**config.mk**
```make
export PLATFORM = sky130hd
export DESIGN_NAME = hls_run_ctrl
export DESIGN_NICKNAME = d
export VERILOG_FILES = /design/src/rtl/hls_run_ctrl_pkg.sv /design/src/rtl/hls_slave_access.sv /design/src/rtl/hls_run_ctrl.sv
export SDC_FILE = /design/constraint.sdc
export NUM_CORES = 1
export LEC_CHECK = 0
export ABC_AREA = 0
export CAP_MARGIN = 10
export CELL_PAD_IN_SITES_DETAIL_PLACEMENT = 0
export CELL_PAD_IN_SITES_GLOBAL_PLACEMENT = 1
export CORE_MARGIN = 3
export CORE_UTILIZATION = 36
export DETAILED_ROUTE_END_ITERATION = 6
export PLACE_DENSITY = 0.9
export REMOVE_ABC_BUFFERS = 1
export SYNTH_ARGS = -nofsm -noshare
export SYNTH_HDL_FRONTEND = slang
export SYNTH_SLANG_ARGS = --single-unit
```
**constraint.sdc**
```tcl
create_clock -name clock -period 6.43 [get_ports clock]
set_input_delay 1.286 -clock clock [delete_from_list [all_inputs] [get_ports clock]]
set_output_delay 1.286 -clock clock [all_outputs]
set_load 0.05 [all_outputs]
```
**src/rtl/hls_run_ctrl_pkg.sv**
```systemverilog
// Shared types and constants for the Bambu accelerator run controller.
// Optional run watchdog is enabled with HLS_RUN_TIMEOUT_EN.
package hls_run_ctrl_pkg;

    typedef enum logic [2:0] {
        IDLE,
        LOAD,
        START,
        RUN,
        READ,
        REPORT
    } state_t;

    localparam logic [1:0] ST_OK      = 2'd0;
    localparam logic [1:0] ST_TIMEOUT = 2'd1;

    localparam int WORD_BYTES = 4;
    localparam int WORD_BITS  = 32;

endpackage

```
**src/rtl/hls_slave_access.sv**
```systemverilog
// Single-access engine for the accelerator slave port, channel 0 only.
// A request is held until DataRdy is sampled, then dropped the next cycle.
module hls_slave_access
    import hls_run_ctrl_pkg::*;
#(
    parameter int ADDR_W = 10,
    parameter int DATA_W = 64,
    parameter int SIZE_W = 7
) (
    input  logic                   clock,
    input  logic                   reset,
    input  logic                   req,
    input  logic                   we,
    input  logic [ADDR_W-1:0]      addr,
    input  logic [WORD_BITS-1:0]   wdata,
    output logic                   done,
    output logic [WORD_BITS-1:0]   rdata,
    output logic [1:0]             S_oe_ram,
    output logic [1:0]             S_we_ram,
    output logic [2*ADDR_W-1:0]    S_addr_ram,
    output logic [2*DATA_W-1:0]    S_Wdata_ram,
    output logic [2*SIZE_W-1:0]    S_data_ram_size,
    input  logic [2*DATA_W-1:0]    Sout_Rdata_ram,
    input  logic [1:0]             Sout_DataRdy
);

    logic                 active;
    logic                 we_q;
    logic [ADDR_W-1:0]    addr_q;
    logic [WORD_BITS-1:0] wdata_q;
    logic                 unused_bits;

    always_ff @(posedge clock or negedge reset) begin
        if (!reset) begin
            active  <= 1'b0;
            we_q    <= 1'b0;
            addr_q  <= '0;
            wdata_q <= '0;
            done    <= 1'b0;
            rdata   <= '0;
        end else begin
            done <= 1'b0;
            if (!active) begin
                if (req) begin
                    active  <= 1'b1;
                    we_q    <= we;
                    addr_q  <= addr;
                    wdata_q <= we ? wdata : '0;
                end
            end else if (Sout_DataRdy[0]) begin
                active  <= 1'b0;
                we_q    <= 1'b0;
                addr_q  <= '0;
                wdata_q <= '0;
                done    <= 1'b1;
                rdata   <= Sout_Rdata_ram[WORD_BITS-1:0];
            end
        end
    end

    // Channel 1 is never used; its half of every bus stays at zero.
    assign S_oe_ram        = {1'b0, active & ~we_q};
    assign S_we_ram        = {1'b0, active & we_q};
    assign S_addr_ram      = {{ADDR_W{1'b0}}, addr_q};
    assign S_Wdata_ram     = {{(2*DATA_W-WORD_BITS){1'b0}}, wdata_q};
    assign S_data_ram_size = {{SIZE_W{1'b0}},
                              active ? SIZE_W'(WORD_BITS) : {SIZE_W{1'b0}}};

    assign unused_bits = ^{Sout_Rdata_ram[2*DATA_W-1:WORD_BITS],
                           Sout_DataRdy[1]};

endmodule

```
**src/rtl/hls_run_ctrl.sv**
```systemverilog
// Load / start / measure / read-back sequencer for a Bambu accelerator.
// Define HLS_RUN_TIMEOUT_EN to enable the cmd_timeout run watchdog.
module hls_run_ctrl
    import hls_run_ctrl_pkg::*;
#(
    parameter int ADDR_W = 10,
    parameter int DATA_W = 64,
    parameter int SIZE_W = 7,
    parameter int CNT_W  = 32
) (
    input  logic                 clock,
    input  logic                 reset,
    input  logic                 cmd_valid,
    output logic                 cmd_ready,
    input  logic [ADDR_W-1:0]    cmd_base_addr,
    input  logic [CNT_W-1:0]     cmd_nwords,
    input  logic [CNT_W-1:0]     cmd_timeout,
    input  logic                 ld_valid,
    output logic                 ld_ready,
    input  logic [31:0]          ld_data,
    output logic                 rd_valid,
    input  logic                 rd_ready,
    output logic [31:0]          rd_data,
    output logic                 acc_start_port,
    input  logic                 acc_done_port,
    output logic [1:0]           S_oe_ram,
    output logic [1:0]           S_we_ram,
    output logic [2*ADDR_W-1:0]  S_addr_ram,
    output logic [2*DATA_W-1:0]  S_Wdata_ram,
    output logic [2*SIZE_W-1:0]  S_data_ram_size,
    input  logic [2*DATA_W-1:0]  Sout_Rdata_ram,
    input  logic [1:0]           Sout_DataRdy,
    output logic                 busy,
    output logic                 status_valid,
    output logic [1:0]           status_code,
    output logic [CNT_W-1:0]     cycle_count
);

    state_t               state;
    logic [ADDR_W-1:0]    base_q;
    logic [CNT_W-1:0]     nwords_q;
    logic [CNT_W-1:0]     i_q;
    logic [CNT_W-1:0]     i_nxt;
    logic [CNT_W-1:0]     counter;
    logic [CNT_W-1:0]     cnt_inc;
    logic                 pending;
    logic                 xfer_req;
    logic                 xfer_we;
    logic                 xfer_done;
    logic [ADDR_W-1:0]    xfer_addr;
    logic [WORD_BITS-1:0] xfer_rdata;

`ifdef HLS_RUN_TIMEOUT_EN
    logic [CNT_W-1:0]     tmo_q;
`else
    logic                 unused_tmo;
    assign unused_tmo = ^cmd_timeout;
`endif

    assign cmd_ready      = (state == IDLE);
    assign busy           = (state != IDLE);
    assign ld_ready       = (state == LOAD) && !pending;
    assign acc_start_port = (state == START);
    assign status_valid   = (state == REPORT);

    assign i_nxt   = i_q + 1'b1;
    assign cnt_inc = (&counter) ? counter : counter + 1'b1;

    // Word address wraps naturally at the slave address width.
    assign xfer_addr = base_q + (ADDR_W'(i_q) << $clog2(WORD_BYTES));
    assign xfer_we   = (state == LOAD);
    assign xfer_req  = ((state == LOAD) && ld_valid && !pending)
                     || ((state == READ) && !pending && !rd_valid);

    hls_slave_access #(
        .ADDR_W (ADDR_W),
        .DATA_W (DATA_W),
        .SIZE_W (SIZE_W)
    ) u_access (
        .clock           (clock),
        .reset           (reset),
        .req             (xfer_req),
        .we              (xfer_we),
        .addr            (xfer_addr),
        .wdata           (ld_data),
        .done            (xfer_done),
        .rdata           (xfer_rdata),
        .S_oe_ram        (S_oe_ram),
        .S_we_ram        (S_we_ram),
        .S_addr_ram      (S_addr_ram),
        .S_Wdata_ram     (S_Wdata_ram),
        .S_data_ram_size (S_data_ram_size),
        .Sout_Rdata_ram  (Sout_Rdata_ram),
        .Sout_DataRdy    (Sout_DataRdy)
    );

    always_ff @(posedge clock or negedge reset) begin
        if (!reset) begin
            state       <= IDLE;
            base_q      <= '0;
            nwords_q    <= '0;
            i_q         <= '0;
            counter     <= '0;
            pending     <= 1'b0;
            rd_valid    <= 1'b0;
            rd_data     <= '0;
            status_code <= ST_OK;
            cycle_count <= '0;
`ifdef HLS_RUN_TIMEOUT_EN
            tmo_q       <= '0;
`endif
        end else begin
            unique case (state)
                IDLE: begin
                    if (cmd_valid) begin
                        base_q   <= cmd_base_addr;
                        nwords_q <= cmd_nwords;
                        i_q      <= '0;
`ifdef HLS_RUN_TIMEOUT_EN
                        tmo_q    <= cmd_timeout;
`endif
                        state    <= (cmd_nwords == '0) ? START : LOAD;
                    end
                end
                LOAD: begin
                    if (xfer_req) begin
                        pending <= 1'b1;
                    end
                    if (xfer_done) begin
                        pending <= 1'b0;
                        i_q     <= i_nxt;
                        if (i_nxt == nwords_q) begin
                            state <= START;
                        end
                    end
                end
                START: begin
                    counter <= '0;
                    state   <= RUN;
                end
                RUN: begin
                    counter <= cnt_inc;
                    if (acc_done_port) begin
                        cycle_count <= cnt_inc;
                        status_code <= ST_OK;
                        i_q         <= '0;
                        state       <= (nwords_q != '0) ? READ : REPORT;
                    end
`ifdef HLS_RUN_TIMEOUT_EN
                    else if (tmo_q != '0 && cnt_inc == tmo_q) begin
                        cycle_count <= tmo_q;
                        status_code <= ST_TIMEOUT;
                        state       <= REPORT;
                    end
`endif
                end
                READ: begin
                    if (xfer_req) begin
                        pending <= 1'b1;
                    end
                    if (xfer_done) begin
                        pending  <= 1'b0;
                        rd_valid <= 1'b1;
                        rd_data  <= xfer_rdata;
                    end
                    if (rd_valid && rd_ready) begin
                        rd_valid <= 1'b0;
                        i_q      <= i_nxt;
                        if (i_nxt == nwords_q) begin
                            state <= REPORT;
                        end
                    end
                end
                REPORT: begin
                    state <= IDLE;
                end
                default: begin
                    state <= IDLE;
                end
            endcase
        end
    end

endmodule

```
## Word level (Yosys, flattened, before mapping)

Cells that the tools add are included.

| word-level totals | value |
|---|---|
| input port bits | 242 |
| logic and storage cells | 99 |
| flip-flop bits (word level) | 252 |

| operators by class | value |
|---|---|
| reductions and logical operators | 29 |
| multiplexer cells | 36 |
| equal/unequal tests | 13 |
| bitwise operators | 3 |
| add/sub/neg operators | 3 |

Operators by type and width:

| operator | number |
|---|---|
| 32-bit 2-to-1 mux | 9 |
| 32-bit one-hot mux with 4 select lines | 1 |
| 32-bit by 1-bit adder with 32-bit output (second input constant) | 2 |
| 32-bit one-hot mux with 2 select lines | 1 |
| 32-bit == test | 1 |
| 32-bit zero test | 1 |
| 32-bit AND reduction | 1 |
| 32-bit nonzero test | 1 |
| 10-bit 2-to-1 mux | 3 |
| 3-bit 2-to-1 mux | 6 |
| 3-bit one-hot mux with 5 select lines | 1 |
| 2-bit AND reduction | 7 |
| 1-bit 2-to-1 mux | 13 |
| 10-bit adder | 1 |
| 2-bit != test (second input constant) | 5 |
| 2-bit nonzero test | 4 |
| 3-bit by 2-bit == test with 1-bit output (second input constant) | 2 |
| 3-bit == test (second input constant) | 2 |
| 1-bit logical AND | 6 |
| 6-bit 2-to-1 mux | 1 |
| 6-bit AND reduction | 1 |
| 5-bit AND reduction | 1 |
| 2-bit by 1-bit != test with 1-bit output (second input constant) | 2 |
| 4-bit nonzero test | 1 |
| other kinds (9) | 11 |

## Longest topological paths before layout

Gate-level depths: netlist of the first run.

| depth | value |
|---|---|
| depth after elaboration | 6 |
| gate-level depth with buffers | 10 |

## By module

A second synthesis of the first run with hierarchy kept.

| unflattened totals | value |
|---|---|
| cell total of the unflattened synthesis | 1373 |
| area, all modules | 14487.6 µm² |

By module, submodules not included:

| module | seq. area each (µm²) | cells each | times used | area each (µm²) |
|---|---|---|---|---|
| hls_run_ctrl | 4379.2 | 988 | 1 | 9863.2 |
| hls_slave_access | 1926.8 | 385 | 1 | 4624.4 |

## Least setup slack after synthesis of the first run

Ideal clock, no wire load.

| timing | value |
|---|---|
| path type | register to output |
| from | register state[0] |
| to | output port status_valid |
| setup slack | 3099 ps |
| required time | 5144 ps |
| arrival time | 2045 ps |
| stages on the path, launching flop included | 5 |
| cell sequence | dfrtp_1 > clkbuf_1 > inv_1 > clkbuf_1 > nor3b_1 |

| between the ends | value |
|---|---|
| cells in the longest elaborated chain, start to end | 1 |

Ends and longest elaborated chain:

| item | RTL line | source |
|---|---|---|
| from (decl) | hls_run_ctrl.sv:39 | `state_t state;` |
| from (signal assigned) | hls_run_ctrl.sv:122 | `state <= (cmd_nwords == '0) ? START : LOAD;` |
| from (signal assigned) | hls_run_ctrl.sv:147 | `state <= (nwords_q != '0) ? READ : REPORT;` |
| 3-bit == test | hls_run_ctrl.sv:64 | `assign status_valid = (state == REPORT);` |
| to (decl) | hls_run_ctrl.sv:34 | `output logic status_valid,` |

Every way passes these cells.

## Worst setup path in the final report of the first run

| timing | value |
|---|---|
| from | register state[0] |
| to | output port ld_ready |

| between the ends | value |
|---|---|
| cells in the longest elaborated chain, start to end | 2 |

Ends and longest elaborated chain:

| item | RTL line | source |
|---|---|---|
| 3-bit by 1-bit == test with 1-bit output | hls_run_ctrl.sv:62 | `assign ld_ready = (state == LOAD) && !pending;` |
| 1-bit logical AND | hls_run_ctrl.sv:62 |  |
| to (decl) | hls_run_ctrl.sv:19 | `output logic ld_ready,` |

Every way passes these cells.

==> results.json, run 1 <==
{
  "outcome": "complete, no violations",
  "yosys.cell_types.count": 65,
  "cts_setup_buffers": 0,
  "antenna_found_initial": 2,
  "grt_overflow": 0,
  "fin_crit_ns": 4.72,
  "die_h_um": 198,
  "cp.required_ns": 5.14,
  "antennaDiodeCount": 0,
  "leakage_nw": 6.94,
  "cts-root-buf": "clkbuf_16",
  "drc": 0,
  "grt_pass1_wl_um": 54300,
  "synth_top_family_by_area": "simple AND/OR/NAND/NOR gates",
  "crit_path_end_kind": "output pin",
  "fmax_mhz": 212,
  "register_area_um2": 6310,
  "crit_type": "reg2out",
  "synth_cells": 1299,
  "fin_util_pct": 45.5,
  "power_density_nw_per_um2": 394,
  "ys_seq_elements": 252,
  "r2r_slack_ns": 2.37,
  "tritoncts": "done",
  "cp_top_family": "buffers and inverters",
  "synth_edf_count": 0,
  "final_common_cell": "dfrtp_1",
  "cts_resized": 0,
  "fin_worst_skew_ns": 0.00969,
  "fin_ws_ns": 1.71,
  "finalHoldViolations": 0,
  "io_pins": 480,
  "gp_congestion": 0.909,
  "holdWs_ns": 0.474,
  "nets": 1742,
  "drv_cap": 0,
  "track_usage_pct": 17.2,
  "cp_num_buf_inv": 2,
  "synth_compound_area_share_pct": 10.8,
  "cts.sinks": 252,
  "period_share_pct": 73.4,
  "fp-row-count": 69,
  "arrival_ns": 3.44,
  "dp_cells": 1920,
  "ctsHoldBuffers": 0,
  "grt_pass1_vias": 9677,
  "synth_warnings": 0,
  "start_util_pct": 36.9,
  "place_ws_ns": 2.18,
  "crit_chain": "inv_1 > or3_1 > nor2_1 > clkdlybuf4s50_1",
  "drv_slew": 0,
  "clockBufferDepth": 3,
  "dr.pass1.iters": 5,
  "syn_to_final_growth_pct": 23.4,
  "die-area_um2": 39200,
  "multi_input_area_um2": 6140,
  "portBuffers": 227,
  "synth-xor-area-share_pct": 5.48,
  "syn-cell-area_um2": 13300,
  "dp.final_hpwl_um": 24800,
  "cp_max_fo": 35,
  "finalSetupViolations": 0,
  "worstMarginPinSlew_ns": 1.20,
  "core_um2": 35900,
  "wirelength_um": 34800,
  "cts_buffers": 29,
  "via_per_inst": 5.00,
  "syn_area_per_cell_um2": 10.2,
  "ant_nets": 0,
  "drive_above_1_share_pct": 11.5,
  "slowest_stage": "clkdlybuf4s50_1",
  "rsz0062_at_grt": "false",
  "die_width_um": 198,
  "instances_no_fill": 1969,
  "synthMuxAreaShare_pct": 11.2,
  "final.fill_count": 3351,
  "clk_latency_ns": 0.56,
  "synth_ff_type": "dfrtp_1",
  "critPathLaunchType": "flip-flop",
  "drt_iter0_markers": 607,
  "clk_transition_reported_paths_ns": 0.06,
  "vias": 9837,
  "synthSimpleGateAreaFrac_pct": 14.3,
  "ir_worst_vdd_mv": 0.309,
  "grt_max_degree": 128,
  "synthAdderAreaFrac_pct": 1.00,
  "slew_headroom_pct": 19.2,
  "yosysSeqAreaShare_pct": 47.6,
  "h-tree-depth": 1,
  "critPathMaxStageDelay_ns": 0.87,
  "async_flop_share_pct": 100,
  "holdCritPathClass": "reg2reg",
  "wl_per_cell_um": 17.7,
  "final.setup.tns_ns": 0,
  "most-common-layout-cells": "dfrtp_1 (252), clkdlybuf4s50_1 (226), conb_1 (123), nand2_1 (114), o21ai_0 (114)"
}
==> path summary, 6_finish.rpt <==
path,start,to,cells past startpoint
worst min register to register,cycle_count[1]$_DFFE_PN0P_,cycle_count[1]$_DFFE_PN0P_,1
worst max register to register,state[0]$_DFFE_PN0P_,i_q[21]$_DFFE_PN0P_,6
max in group asynchronous,reset,u_access.addr_q[8]$_DFFE_PN0P_,2
min in group asynchronous,reset,counter[8]$_DFFE_PN0P_,1
worst min-delay path,cycle_count[1]$_DFFE_PN0P_,cycle_count[1]$_DFFE_PN0P_,1
worst max-delay path,state[0]$_DFFE_PN0P_,ld_ready,4
==> area by class of cell <==
type / count / area share, %
Timing Repair Buffer: 232 / 14.2
Clock inverter: 8 / 0.895
Multi-Input combinational cell: 957 / 37.6
Sequential cell: 252 / 38.6
Tap cell: 461 / 3.53
Inverter: 18 / 0.413
Clock buffer: 41 / 4.83
==> where the power goes <==
part / internal [mW] / switching, mW / total (mW)
combinational: 0.921 / 1.54 / 2.46
sequential: 1.98 / 0.351 / 2.33
clock: 1.01 / 0.655 / 1.66
total: 3.91 / 2.54 / 6.45
==> synthesized netlist by cell type (all sizes together) (6+ instances only) <==
master | instances | share of area, %
dfrtp | 252 | 48
buf | 136 | 7.5
o21ai | 117 | 4.4
nand2 | 114 | 3.2
mux2 | 106 | 9.0
nor2 | 80 | 2.3
xnor2 | 61 | 4.1
clkbuf | 58 | 1.6
nand3 | 44 | 1.7
a22o | 35 | 2.3
mux2i | 29 | 2.2
nor4 | 28 | 1.5
a21oi | 26 | 0.98
and3 | 23 | 1.1
xor2 | 21 | 1.4
nor3 | 19 | 0.80
inv | 18 | 0.51
nand4 | 17 | 0.96
o31ai | 16 | 0.91
and2 | 15 | 0.71
ha | 9 | 0.85
nand2b | 9 | 0.42
or3 | 8 | 0.38
a21o | 6 | 0.34
==> routing by layer <==
metal	track usage, %	share of wire, %	vias to the layer above
met5	0	0.072	-
met4	3.80	2.1	4
met3	6.48	10	52
met2	27.2	45	323
met1	22.5	43	4771
li1	-	-	4687
==> state kept, by name (all words and copies together) (netlist names) <==
signal / cells
base_q: 10
counter: 32
cycle_count: 32
i_q: 32
nwords_q: 32
pending: 1
rd_data: 32
rd_valid: 1
state: 3
u_access.active: 1
u_access.addr_q: 10
u_access.done: 1
u_access.rdata: 32
u_access.wdata_q: 32
u_access.we_q: 1
==> through the flow <==
step                      power (mW)  instance area [um^2]
after floorplan                 3.94                 12500
after global placement          4.75                 15400
after detailed placement        4.81                 15400
after CTS                       6.52                 16400
after global routing            6.81                 16400
final                           6.45                 16400
==> logic make-up (layout without fill, tap and decap cells) <==
| family | after synthesis | in the layout |
|---|---|---|
| AO/OA/AOI/OAI | 230 | 230 |
| XOR/XNOR | 82 | 82 |
| adder cells (fa/ha/maj) | 10 | 10 |
| buffers and inverters | 212 | 299 |
| flip-flops | 252 | 252 |
| multiplexers | 135 | 135 |
| other | 1 | 123 |
| AND/OR/NAND/NOR | 377 | 377 |
No activity file was read; power rests on OpenSTA's default activity.
==> inputs of run 2 (changes only) <==
- CORE_UTILIZATION: 36 -> 31
- PLACE_DENSITY: 0.9 -> 0.83
- clock period: 6.43 -> 4.2 ns (I/O delays scaled with it)
==> results.json, run 2 (same netlist as run 1, synthesis figures left out) <==
{
  "fin_crit_ns": 3.66,
  "cts_setup_buffers": 0,
  "crit_chain": "inv_1 > or3_1 > nor2_1 > clkdlybuf4s50_1",
  "finalSetupViolations": 0,
  "switching_share_pct": 39.6,
  "portBuffers": 227,
  "clk_latency_ns": 0.55,
  "wl_per_cell_um": 17.1,
  "cp.required_ns": 3.36,
  "gp_congestion": 0.903,
  "leakage_nw": 7.01,
  "most-common-layout-cells": "dfrtp_1 (252), clkdlybuf4s50_1 (226), conb_1 (123), nand2_1 (114), o21ai_0 (114)",
  "worstMarginPinSlew_ns": 1.02,
  "p_switching_mw": 3.94,
  "via_per_inst": 4.81,
  "reg2reg_depth": 9,
  "rsz0062_at_grt": "false",
  "dp.final_hpwl_um": 25600,
  "slowest_stage": "clkdlybuf4s50_1",
  "grt_overflow": 0,
  "final.setup.tns_ns": 0,
  "cp_top_family": "buffers and inverters",
  "critPathMaxStageDelay_ns": 0.88,
  "clk_transition_reported_paths_ns": 0.06,
  "crit_type": "reg2out",
  "drive_above_1_share_pct": 12.9,
  "cts_buffers": 29,
  "power_density_nw_per_um2": 599,
  "tritoncts": "done",
  "die_width_um": 213,
  "wirelength_um": 35300,
  "drt_iter0_markers": 602,
  "grt_pass1_vias": 9722,
  "cp_max_fo": 9,
  "core_um2": 42100,
  "syn_to_final_growth_pct": 25.3,
  "drc": 0,
  "dr.pass1.iters": 5,
  "power.share.clock_pct": 26.0,
  "grt_pass1_wl_um": 55100,
  "internal_power_mw": 6.01,
  "fp-row-count": 75,
  "drv_slew": 0,
  "crit_path_end_kind": "output pin",
  "vias": 9929,
  "die-area_um2": 45300,
  "clockBufferDepth": 3,
  "cts_resized": 0,
  "final.fill_count": 4134,
  "worstReg2RegStart": "i_q[1]$_DFFE_PN0P_",
  "power_frac_comb_pct": 38.1,
  "finalHoldViolations": 0,
  "fmax_mhz": 274,
  "ctsHoldBuffers": 0,
  "die_h_um": 213,
  "r2r-end": "state[0]$_DFFE_PN0P_",
  "io_pins": 480,
  "nets": 1754,
  "power_frac_seq_pct": 35.9,
  "cts.sinks": 252,
  "slew_headroom_pct": 31.3,
  "arrival_ns": 2.82,
  "final_common_cell": "dfrtp_1",
  "grt_max_degree": 110,
  "critPathLaunchType": "flip-flop",
  "r2r_slack_ns": 0.79,
  "fin_util_pct": 39.4,
  "fin_worst_skew_ns": 0.00759,
  "cp_num_buf_inv": 2,
  "h-tree-depth": 1,
  "outcome": "complete, no violations",
  "antenna_found_initial": 3,
  "start_util_pct": 31.5,
  "period_share_pct": 87.0,
  "holdCritPathClass": "in2async",
  "finalPower_mw": 9.95,
  "ant_nets": 0,
  "ir_worst_vdd_mv": 0.425,
  "track_usage_pct": 15.2,
  "cts-root-buf": "clkbuf_16",
  "drv_cap": 0
}
run 2: cell count changes in the layout (fill, tap and decap cells not counted), sizes merged:
| cell | change |
|---|---|
| diode | +1 |
| bufinv | -1 |
| buf | +12 |
| clkinv | +4 |
| clkbuf | -5 |
| clkinvlp | +6 |
run 2: worst register-to-register path, delay by kind of cell (launching register included):
family,cells,cell delay (ns)
AO/OA/AOI/OAI,3,0.80
adder cells (fa/ha/maj),1,0.35
flip-flops,1,0.48
multiplexers,1,0.17
AND/OR/NAND/NOR,4,1.47
run 2: worst max-delay path by stage:
stage / end / start / cells past startpoint
6_report: ld_ready / state[0]$_DFFE_PN0P_ / 4
5_1_grt: ld_ready / state[0]$_DFFE_PN0P_ / 4
4_1_cts: ld_ready / state[0]$_DFFE_PN0P_ / 4
3_5_place_dp: i_q[13]$_DFFE_PN0P_ / cmd_valid / 8
3_3_place_gp: i_q[13]$_DFFE_PN0P_ / cmd_valid / 8
2_1_floorplan: u_access.wdata_q[0]$_DFFE_PN0P_ / state[0]$_DFFE_PN0P_ / 8
run 2: area by class of cell:
type                            instances  area [um^2]  area share [%]
Sequential cell                       252         6310            38.0
Clock buffer                           36          802            4.83
Clock inverter                         17          185            1.11
Tap cell                              539          674            4.06
Inverter                               18         67.6           0.407
Multi-Input combinational cell        957         6140            37.0
Timing Repair Buffer                  244         2430            14.6
Antenna cell                            1         2.50          0.0151
run 2: power groups by stage:
stage / combinational [mW] / clock (mW) / sequential, mW
floorplan: 1.95 / 0 / 4.08
global placement: 3.76 / 0 / 3.57
detailed placement: 3.81 / 0 / 3.60
CTS: 3.83 / 2.69 / 3.56
global route: 4.12 / 2.77 / 3.64
finish: 3.79 / 2.58 / 3.57
run 2: per-layer routing:
layer  GRT usage (%)  routed length [um]
met4            3.72                 916
met5               0                  19
met3            4.36                2940
met2            24.6               16100
met1            20.1               15300
run 2: through the flow:
stage          area, um^2  worst slack [ns]  cells  hold WS, ns
3_3_place_gp        15600             0.674   2010        0.453
3_5_place_dp        15600             0.656   2010        0.464
2_1_floorplan       12500             0.935   1227        0.435
4_1_cts             16600             0.517   2063        0.377
6_report            16600             0.545   2064        0.361
5_1_grt             16600             0.458   2064        0.415
==> inputs of run 3 (changes only) <==
- CORE_ASPECT_RATIO: default -> 0.6
- TNS_END_PERCENT: default -> 10
==> results.json, run 3 (same netlist as run 1, synthesis figures left out) <==
{
  "reg2reg_depth": 9,
  "fin_crit_ns": 3.61,
  "power.share.clock_pct": 26.1,
  "drc": 0,
  "switching_share_pct": 39.6,
  "cts_resized": 0,
  "grt_overflow": 0,
  "ant_nets": 0,
  "tritoncts": "done",
  "power_frac_comb_pct": 38.2,
  "critPathLaunchType": "flip-flop",
  "grt_max_degree": 104,
  "via_per_inst": 4.79,
  "vias": 9950,
  "wl_per_cell_um": 17.9,
  "p_switching_mw": 3.95,
  "cts_setup_buffers": 0,
  "wirelength_um": 37300,
  "r2r-end": "state[0]$_DFFE_PN0P_",
  "clockBufferDepth": 3,
  "start_util_pct": 32.1,
  "grt_pass1_vias": 9620,
  "drt_iter0_markers": 622,
  "crit_type": "reg2out",
  "syn_to_final_growth_pct": 25.2,
  "r2r_slack_ns": 0.69,
  "final_common_cell": "dfrtp_1",
  "finalSetupViolations": 0,
  "portBuffers": 227,
  "drive_above_1_share_pct": 12.5,
  "dr.pass1.iters": 5,
  "cp.required_ns": 3.36,
  "clk_latency_ns": 0.57,
  "power_frac_seq_pct": 35.7,
  "crit_path_end_kind": "output pin",
  "gp_congestion": 0.892,
  "cts_buffers": 27,
  "drv_slew": 0,
  "ctsHoldBuffers": 0,
  "internal_power_mw": 6.03,
  "track_usage_pct": 15.9,
  "outcome": "complete, no violations",
  "die_width_um": 273,
  "io_pins": 480,
  "period_share_pct": 85.9,
  "ir_worst_vdd_mv": 0.303,
  "drv_cap": 0,
  "fp-row-count": 57,
  "antenna_found_initial": 3,
  "cp_max_fo": 9,
  "cts.sinks": 252,
  "h-tree-depth": 1,
  "die-area_um2": 45300,
  "arrival_ns": 2.77,
  "place_ws_ns": 0.793,
  "dp.final_hpwl_um": 27100,
  "die_h_um": 166,
  "worstMarginPinSlew_ns": 1.12,
  "final.setup.tns_ns": 0,
  "clk_transition_reported_paths_ns": 0.06,
  "power_density_nw_per_um2": 601,
  "finalHoldViolations": 0,
  "leakage_nw": 7.01,
  "slew_headroom_pct": 25.6,
  "holdCritPathClass": "in2async",
  "worstReg2RegStart": "i_q[0]$_DFFE_PN0P_",
  "fmax_mhz": 277,
  "rsz0062_at_grt": "false",
  "core_um2": 41300,
  "cts-root-buf": "clkbuf_16",
  "nets": 1750,
  "most-common-layout-cells": "dfrtp_1 (252), clkdlybuf4s50_1 (226), conb_1 (123), nand2_1 (114), o21ai_0 (114)",
  "fin_ws_ns": 0.591,
  "grt_pass1_wl_um": 57800,
  "fin_worst_skew_ns": 0.0320
}
==> run 3: final cells by class <==
cell class              count  area [um^2]
multi-input cells         957         6150
inverters                  18         67.6
fillers                  4001        24700
clock buffers              37          783
repair buffers            242         2400
clock inverters            12          185
flip-flops and latches    252         6310
well taps                 560          701
diodes                      1         2.50
==> run 3: worst max-delay path by stage <==
stage                                    start                         endpoint  slack, ns  cells after the start
final                     state[0]$_DFFE_PN0P_                         ld_ready       0.59                      4
after global routing        i_q[0]$_DFFE_PN0P_             state[0]$_DFFE_PN0P_       0.41                      9
after CTS                 state[0]$_DFFE_PN0P_                         ld_ready       0.57                      4
after detailed placement    i_q[0]$_DFFE_PN0P_             state[0]$_DFFE_PN0P_       0.79                      9
after global placement                rd_ready              i_q[13]$_DFFE_PN0P_       0.80                      8
after floorplan           state[0]$_DFFE_PN0P_  u_access.wdata_q[0]$_DFFE_PN0P_       0.93                      8
==> run 3: metal layers <==
layer	vias up	part of all wire, %	global-route usage (%)	wire length [um]
li1	4707	-	-	-
met2	295	43	23.0	16000
met4	4	1.6	2.92	580
met5	-	0.051	0	19
met3	44	9.2	5.79	3430
met1	4900	46	23.0	17300
==> run 3: worst max-delay path, cell delays in order (launching register included) <==
cell	delay, ns
dfrtp_1	0.62
inv_1	0.10
or3_1	0.42
nor2_1	0.21
clkdlybuf4s50_1	0.85
==> run 3: power groups by stage <==
stage	registers, mW	logic, mW	clock network [mW]
final	3.56	3.81	2.60
after global routing	3.65	4.11	2.80
after CTS	3.57	3.85	2.69
after detailed placement	3.60	3.83	0
after global placement	3.57	3.79	0
after floorplan	4.08	1.95	0
==> run 3: through the flow <==
step,util [%],instances,hold slack (ns),area (um^2),power (mW)
after global placement,37.8,2029,0.452,15600,7.36
after detailed placement,37.8,2029,0.458,15600,7.43
final,40.2,2079,0.356,16600,9.98
after CTS,40.2,2078,0.385,16600,10.1
after global routing,40.2,2079,0.406,16600,10.6
after floorplan,-,1227,0.435,12500,6.03
